--- config.mk ---
export PLATFORM = sky130hd
export DESIGN_NAME = load_use_hazard_ctrl
export DESIGN_NICKNAME = d
export VERILOG_FILES = /design/src/rtl/load_use_hazard_ctrl.sv
export SDC_FILE = /design/constraint.sdc
export NUM_CORES = 1
export LEC_CHECK = 0
export CORE_UTILIZATION = 39
export CTS_CLUSTER_DIAMETER = 150
export DETAILED_ROUTE_END_ITERATION = 8
export GPL_TIMING_DRIVEN = 0
export HOLD_SLACK_MARGIN = 0.05
export PLACE_DENSITY = 0.86
export SLEW_MARGIN = 5
export SYNTH_ARGS = -nofsm -noshare
export SYNTH_HDL_FRONTEND = slang
export SYNTH_SLANG_ARGS = --single-unit
--- constraint.sdc ---
create_clock -name clk -period 1.8 [get_ports clk]
set_input_delay 0.27 -clock clk [delete_from_list [all_inputs] [get_ports clk]]
set_output_delay 0.27 -clock clk [all_outputs]
set_load 0.02 [all_outputs]
--- src/rtl/load_use_hazard_ctrl.sv ---
// Load-use interlock detection for the 5-stage MIPS pipeline.
// A load in EX whose destination is read by the ID instruction freezes PC
// and IF/ID and bubbles ID/EX for STALL_CYCLES cycles. The cycle after the
// stall tells the EX forwarding mux which operands take the delayed load data.
module load_use_hazard_ctrl #(
  parameter int unsigned STALL_CYCLES = 1,
  parameter int unsigned CNT_W        = 16
) (
  input  logic             clk,
  input  logic             rst,
  input  logic [4:0]       id_rs,
  input  logic [4:0]       id_rt,
  input  logic             id_use_rs,
  input  logic             id_use_rt,
  input  logic             ex_mem_read,
  input  logic             ex_reg_write,
  input  logic [4:0]       ex_rd,
  input  logic             pipe_freeze,
  output logic             pc_stall,
  output logic             ifid_stall,
  output logic             idex_flush,
  output logic             ld_fwd_rs,
  output logic             ld_fwd_rt,
  output logic [CNT_W-1:0] hazard_cnt
);

  typedef enum logic [1:0] {
    IDLE    = 2'd0,
    STALL   = 2'd1,
    RELEASE = 2'd2
  } state_t;

  localparam logic [3:0] CNT_INIT = 4'(STALL_CYCLES - 1);

  state_t           state_q, state_d;
  logic [3:0]       cnt_q, cnt_d;
  logic [1:0]       match_q, match_d;   // {rs, rt}
  logic [CNT_W-1:0] hcnt_q, hcnt_d;

  logic m_rs, m_rt, haz, stall;

  // Operand match against the load in EX; $0 is never a real destination
  always_comb begin
    m_rs = id_use_rs & (id_rs == ex_rd);
    m_rt = id_use_rt & (id_rt == ex_rd);
    haz  = ex_mem_read & ex_reg_write & (ex_rd != 5'd0) & (m_rs | m_rt);
  end

  // Next-state logic; a freeze leaves every register at its current value
  always_comb begin
    state_d = state_q;
    cnt_d   = cnt_q;
    match_d = match_q;
    hcnt_d  = hcnt_q;
    if (!pipe_freeze) begin
      unique case (state_q)
        IDLE, RELEASE: begin
          if (haz) begin
            match_d = {m_rs, m_rt};
            if (hcnt_q != '1) hcnt_d = hcnt_q + CNT_W'(1);
            if (STALL_CYCLES == 1) begin
              state_d = RELEASE;
            end else begin
              state_d = STALL;
              cnt_d   = CNT_INIT;
            end
          end else begin
            state_d = IDLE;
          end
        end
        STALL: begin
          if (cnt_q == 4'd1) state_d = RELEASE;
          else               cnt_d   = cnt_q - 4'd1;
        end
        default: state_d = IDLE;
      endcase
    end
  end

  // Output decode: detection stalls combinationally, STALL holds regardless of haz
  always_comb begin
    stall     = (state_q == STALL) | haz;
    ld_fwd_rs = (state_q == RELEASE) & match_q[1];
    ld_fwd_rt = (state_q == RELEASE) & match_q[0];
  end

  assign pc_stall   = stall;
  assign ifid_stall = stall;
  assign idex_flush = stall;
  assign hazard_cnt = hcnt_q;

  // State registers with synchronous reset taking priority over freeze
  always_ff @(posedge clk) begin
    if (rst) begin
      state_q <= IDLE;
      cnt_q   <= '0;
      match_q <= '0;
      hcnt_q  <= '0;
    end else begin
      state_q <= state_d;
      cnt_q   <= cnt_d;
      match_q <= match_d;
      hcnt_q  <= hcnt_d;
    end
  end

endmodule

==> impl_metrics.tcl, run 1 <==
set metrics [dict create \
    outcome "finished with violations" \
    violations "negative setup slack" \
    htree_levels 1 \
    synth.distinct_cells 33 \
    synth-seq-area-share_pct 34.00 \
    final.setup.tns_ps -111.1 \
    cpMaxStageDelayCell "or4_4" \
    wl_met2_um 2068 \
    pwr-share-clk_pct 30.7 \
    placed_cells 210 \
    wl_met3_um 216 \
    dpl.hpwl_um 2519 \
    antenna_left 0 \
    fp.dieW_um 55.56 \
    worstSetupEndpointType "flop" \
    p_switching_uw 217.9 \
    drv_cap 0 \
    drv_slew 0 \
    num_vias 1386 \
    yosys_warnings 0 \
    path_max_fanout 7 \
    syn-cell-area_um2 1119 \
    drc_errors 0 \
    core_um2 2734 \
    synth_fp_nets 160 \
    cts_sinks 19 \
    drive_above_1_share_pct 42.00 \
    insertedDiodeCount 0 \
    die_h_um 55.56 \
    p_int_uw 566.3 \
    grt_pass1_vias 1308 \
    cts_made_buffers 3 \
    synth-async-reset-ratio_pct 0 \
    grt_max_degree 13 \
    max_slew_margin_pct 64.55 \
    clock_skew_ps 4.013 \
    dpl_cell_area_um2 1605 \
    clk_pin_slew_worst_paths_ps 130 \
    hold_buffers 0 \
    final_cells 231 \
    rsz0062_at_grt "true" \
    grt_pass1_wl_um 6168 \
    cp_slowest_stage_delay_ps 480 \
    power_density_nw_per_um2 403.6 \
    vdd_drop_max_uv 338.7 \
    clock_path_buffers 2 \
    grtUsageTotal_pct 24.72 \
    clockRootBuffer "clkbuf_4" \
    first_iter_violations 54 \
    core.rowCount 19 \
    seq_power_share_pct 52.5 \
    wl_um 4088 \
    start_kind "flop" \
    met1_length_um 1696 \
    cellLeakagePower_uw 0.0007169 \
    hp-class "input port to flop" \
    critPathKind "flop to flop" \
    synth_edf_count 0 \
    setup_slack_ps -42.96 \
    routabilityCongestion 0.8465 \
    synth_seq_cells 19 \
    drt-wirelength-per-cell_um 17.70 \
    dieArea_um2 3086 \
    worst_slew_pin_slew_ps 530.0 \
    viasPerCell 6.000 \
    hold_viol 0 \
    port_buffers 42 \
    required_ps 2050 \
    syn_inst 137 \
    grt-ovfl-total 0 \
    top_layer "met4" \
    firstDrtPassIters 4 \
    critical_path_arrival_ps 2090 \
    fillers 188 \
    fin_crit_sh_pct 102.4 \
    syn_to_final_growth_pct 73.71 \
    antenna_found_initial 0 \
    io_pins 43 \
    min_period_ps 1843 \
    syn_avg_cell_area_um2 8.165 \
    switching_share_pct 27.79 \
    synthFlopType "dfxtp_1" \
    start_util_pct 40.92 \
    combPwrFrac_pct 16.7 \
    setup_viol 4 \
    fin_area_um2 1943 \
    nets 224 \
    clock_latency_ps 310 \
    path_cells "ha_4 -> nand4_1 -> nor4_4 -> or2_4 -> buf_6 -> or4_4 -> a21oi_2" \
    cts_tree "yes" \
    fmax_mhz 542.6 \
]
layer usage:
layer | track usage [%] | up-vias
met4 | 7.143 | 0
li1 | - | 636
met1 | 30.01 | 672
met2 | 45.61 | 64
met3 | 2.576 | 14
met5 | 0 | -
final cells by class:
class                   instances  area (um2)  share of cell area, %
repair buffers                 60       534.3                  27.50
clock inverters                 1       6.256                 0.3220
flip-flops and latches         19       407.9                  20.99
clock buffers                   3       22.52                  1.159
well taps                      31       38.79                  1.996
plain buffers                   6       65.06                  3.348
multi-input cells             111       868.3                  44.69
critical path, delay by kind of cell, from the launching register on:
kind                     cells  cell delay, ps
flip-flops                   1             370
AO/OA/AOI/OAI                1             130
buffers and inverters        1             140
adder cells (fa/ha/maj)      1             160
AND/OR/NAND/NOR              4             980
final timing paths:
| path | slack, ps | cells past startpoint | from | to |
|---|---|---|---|---|
| setup / recovery | -40 | 7 | hazard_cnt[0]$_SDFFE_PP0P_ | hazard_cnt[7]$_SDFFE_PP0P_ |
| hold / removal | 420 | 3 | pipe_freeze | state_q[1]$_SDFFE_PP0N_ |
| setup reg to reg | -40 | 7 | hazard_cnt[0]$_SDFFE_PP0P_ | hazard_cnt[7]$_SDFFE_PP0P_ |
| hold reg to reg | 460 | 2 | match_q[1]$_SDFFE_PP0P_ | match_q[1]$_SDFFE_PP0P_ |
cells by family after synthesis:
family	count (synthesis)	synth area share, %
buf+inv	7	4.586
fa+ha+maj	1	1.118
simple gates	62	31.54
flops	19	34.00
mux	1	1.007
xor+xnor	12	9.396
compound gates	35	18.34
flip-flops by register name, summed over array words and instances (netlist names):
signal and flops:
state_q 1, match_q 2, hazard_cnt 16
cell usage in the layout, fill, tap and decap left out, types with 6 or more instances in the layout:
cell type        Yosys  routed
buf_6                1      10
o31ai_1              7       6
dfxtp_1             19       9
dfxtp_4              0       6
clkdlybuf4s50_1      0      21
a21oi_2              0       6
a21oi_1             16      10
nand2_1             12      12
buf_4                3      15
buf_2                0       9
xor2_1              10       9
repair_timing:
item / 4_1_cts / 5_1_grt
setup buffers: 11 / 6
gates cloned: 0 / 1
pin swaps: 16 / 13
endpoints found under the setup margin: 22 / 19
resized for setup: 90 / 38
synth_stat cells, drive strengths merged, types with 2 or more instances:
cell type	n	area [um2]
dfxtp	19	380.4
a21oi	16	80.08
nand2	12	45.04
xor2	10	87.58
nor2	9	33.78
o21ai	9	48.80
o31ai	7	52.55
or4	7	53.80
nand3	6	30.03
or3	6	41.29
and3	5	33.78
buf	4	33.78
nand4	4	25.02
nor4	4	25.02
and2	3	18.77
and4	2	17.52
clkbuf	2	7.510
o211ai	2	15.01
xnor2	2	17.52
per-stage QoR:
step                util (%)  setup slack, ps  hold WS, ps  power (uW)
floorplan                  -           -11.90        417.2       470.1
global placement       58.72            -1215        440.7       531.8
detailed placement     58.72            -1247        447.8       535.8
CTS                    64.53           -73.48        418.4       764.3
global route           71.08           -97.15        404.3       815.5
finish                 71.08           -42.96        419.0       784.3
power groups by stage:
stage	clock (uW)	sequential, uW	combinational (uW)
after floorplan	0	429	40.9
after global placement	0	429	103
after detailed placement	0	429	107
after CTS	235	416	113
after global routing	265	412	138
final	241	412	131
(Power assumes the default switching activity.)
==> run 2, diff against run 1 <==
--- a/config.mk
+++ b/config.mk
@@ -5,6 +5,7 @@
 export SDC_FILE = /design/constraint.sdc
 export NUM_CORES = 1
 export LEC_CHECK = 0
+export CAP_MARGIN = 40
 export CORE_UTILIZATION = 39
 export CTS_CLUSTER_DIAMETER = 150
 export DETAILED_ROUTE_END_ITERATION = 8
==> results of run 2 <==
Same layout as run 1: the final DEF is identical, and so are final timing and power.
==> run 3, diff against run 2 <==
--- a/config.mk
+++ b/config.mk
@@ -6,12 +6,13 @@
 export NUM_CORES = 1
 export LEC_CHECK = 0
 export CAP_MARGIN = 40
-export CORE_UTILIZATION = 39
+export CORE_UTILIZATION = 55
 export CTS_CLUSTER_DIAMETER = 150
 export DETAILED_ROUTE_END_ITERATION = 8
+export DONT_BUFFER_PORTS = 1
 export GPL_TIMING_DRIVEN = 0
 export HOLD_SLACK_MARGIN = 0.05
-export PLACE_DENSITY = 0.86
+export PLACE_DENSITY = 0.84
 export SLEW_MARGIN = 5
 export SYNTH_ARGS = -nofsm -noshare
 export SYNTH_HDL_FRONTEND = slang
==> run 3 against run 2 <==
The flow still finishes with violations (negative setup slack). Sequential cell count unchanged. Final cell count down 25%. Largest power group unchanged. Sequential power hardly changed. Die area fell by 28%. Worst hold slack got worse by 300 ps. Combinational power down 54%.
==> impl_metrics.tcl, run 3 (synthesis gave the netlist of run 1 again) <==
set metrics [dict create \
    r2r-end "hazard_cnt[15]$_SDFFE_PP0P_" \
    grt_pass1_wl_um 4243 \
    cp_slowest_stage_delay_ps 520 \
    cts_made_buffers 3 \
    use_met2_pct 50.28 \
    syn_to_final_growth_pct 21.59 \
    die_h_um 47.10 \
    hold_viol 0 \
    fp.dieW_um 47.10 \
    clock_latency_ps 300 \
    cts_tree "yes" \
    cts_sinks 19 \
    final_cells 173 \
    grt-ovfl-total 0 \
    setup_viol 5 \
    fin_hold_ws_ps 121.0 \
    critical_path_arrival_ps 2070 \
    largest_register_ffs 16 \
    routabilityCongestion 0.8256 \
    violations "negative setup slack" \
    clockRootBuffer "clkbuf_4" \
    setup_slack_ps -32.09 \
    cpMaxStageDelayCell "or4_1" \
    placed_cells 162 \
    critPathKind "flop to flop" \
    wl_um 3029 \
    core.rowCount 15 \
    insertedDiodeCount 0 \
    worst_slew_pin_slew_ps 495.2 \
    drv_slew 0 \
    worstRegToRegCells 6 \
    antenna_found_initial 0 \
    final_cell_mix "a21oi_1, nand2_1, xor2_1" \
    firstDrtPassIters 4 \
    fin_util_pct 74.71 \
    worstSetupEndpointType "flop" \
    dieArea_um2 2218 \
    fin_crit_sh_pct 101.8 \
    hold_buffers 0 \
    hp-class "input port to flop" \
    required_ps 2040 \
    core_um2 1821 \
    grt-busiest-layer "met2" \
    port_buffers 0 \
    rsz0062_at_grt "true" \
    min_period_ps 1832 \
    drv_cap 0 \
    cp_top_family "simple AND/OR/NAND/NOR gates" \
    grt_pass1_vias 1024 \
    met1_usage_pct 30.35 \
    start_util_pct 61.44 \
    drc_errors 0 \
    antenna_left 0 \
    hold_path_depth 2 \
    worstHoldStart "pipe_freeze" \
    grt_util_met3_pct 7.308 \
    grt_max_degree 12 \
    first_iter_violations 21 \
    rrSetupSlack_ps -30 \
    outcome "finished with violations" \
    path_max_fanout 8 \
    dpl.hpwl_um 2053 \
    nets 172 \
    clock_skew_ps 3.361 \
    num_vias 1142 \
    dpl_cell_area_um2 1177 \
    path_cells "and4_4 -> nand3_2 -> nor2_2 -> o21ai_2 -> or4_1 -> a21oi_2" \
    htree_levels 1 \
    grtUsageTotal_pct 27.38 \
    r2r_start "hazard_cnt[3]$_SDFFE_PP0P_" \
    holdPathEnd "state_q[1]$_SDFFE_PP0N_" \
    clk_pin_slew_worst_paths_ps 110 \
    max_slew_margin_pct 66.98 \
    viasPerCell 6.601 \
    start_kind "flop" \
    clock_path_buffers 2 \
    path_buf_inv 0 \
    vdd_drop_max_uv 421.3 \
    io_pins 43 \
    fmax_mhz 545.8 \
    fin_area_um2 1360 \
    layout_commonest_cell "a21oi_1" \
    power_density_nw_per_um2 508.2 \
    drt-wirelength-per-cell_um 17.51 \
    cellLeakagePower_uw 0.0004378 \
    drive_above_1_share_pct 36.49 \
]
-- run 3: cell count changes in the layout (fill, tap and decap cells not counted), sizes merged --
cell	delta
buf	-24
clkdlybuf4s50	-21
inv	-1
dlygate4sd2	-3
clkdlybuf4s15	-2
dlymetal6s2s	-3
dlygate4sd3	+1
clkinv	+1
-- run 3: metal layers --
metal	vias to the layer above	part of all wire, %
li1	537	-
met1	535	39
met2	60	51
met3	10	7.8
met4	0	1.7
met5	-	0
-- run 3: worst max path at each step --
stage | from | end | slack (ps) | depth (start not counted)
detailed placement | ex_rd[2] | ifid_stall | -220 | 7
CTS | hazard_cnt[3]$_SDFFE_PP0P_ | hazard_cnt[13]$_SDFFE_PP0P_ | 2 | 6
finish | hazard_cnt[3]$_SDFFE_PP0P_ | hazard_cnt[15]$_SDFFE_PP0P_ | -30 | 6
global route | hazard_cnt[3]$_SDFFE_PP0P_ | hazard_cnt[13]$_SDFFE_PP0P_ | -60 | 6
floorplan | hazard_cnt[3]$_SDFFE_PP0P_ | hazard_cnt[13]$_SDFFE_PP0P_ | -10 | 6
global placement | ex_rd[3] | ifid_stall | -180 | 7
-- run 3: area by class of cell --
type                       instances  area [um2]
multi-input combinational        111       772.0
fill                             140       460.4
sequential                        19       412.9
buffer                             6       58.81
timing repair buffer               8       57.56
tap                               25       31.28
clock buffer                       3       22.52
clock inverter                     1       5.005
-- run 3: power by group --
group,switching (uW),internal (uW)
logic,33.3,27.3
clock network,136,83.0
registers,0.589,411
total,170,522
-- run 3: worst reg2reg max path: cells and delay by family (launching register included) --
family | cells | cell delay, ps
DFF | 1 | 430
AOI/OAI and AO/OA | 2 | 280
and+or+nand+nor | 4 | 1060
-- run 3: per-stage QoR --
step / setup TNS, ps / power (uW) / worst slack, ps
floorplan: -23.43 / 470.1 / -11.90
global placement: -1182 / 476.9 / -179.9
detailed placement: -1765 / 479.0 / -218.2
CTS: 0 / 685.8 / 1.574
global route: -318.6 / 717.4 / -62.75
finish: -71.84 / 691.2 / -32.09
-- run 3: what timing repair did --
item / 4_1_cts / 5_1_grt
buffers inserted: 3 / 4
cloned: 0 / 1
pin swaps: 5 / 11
setup endpoints to repair: 14 / 15
resized for setup: 23 / 14
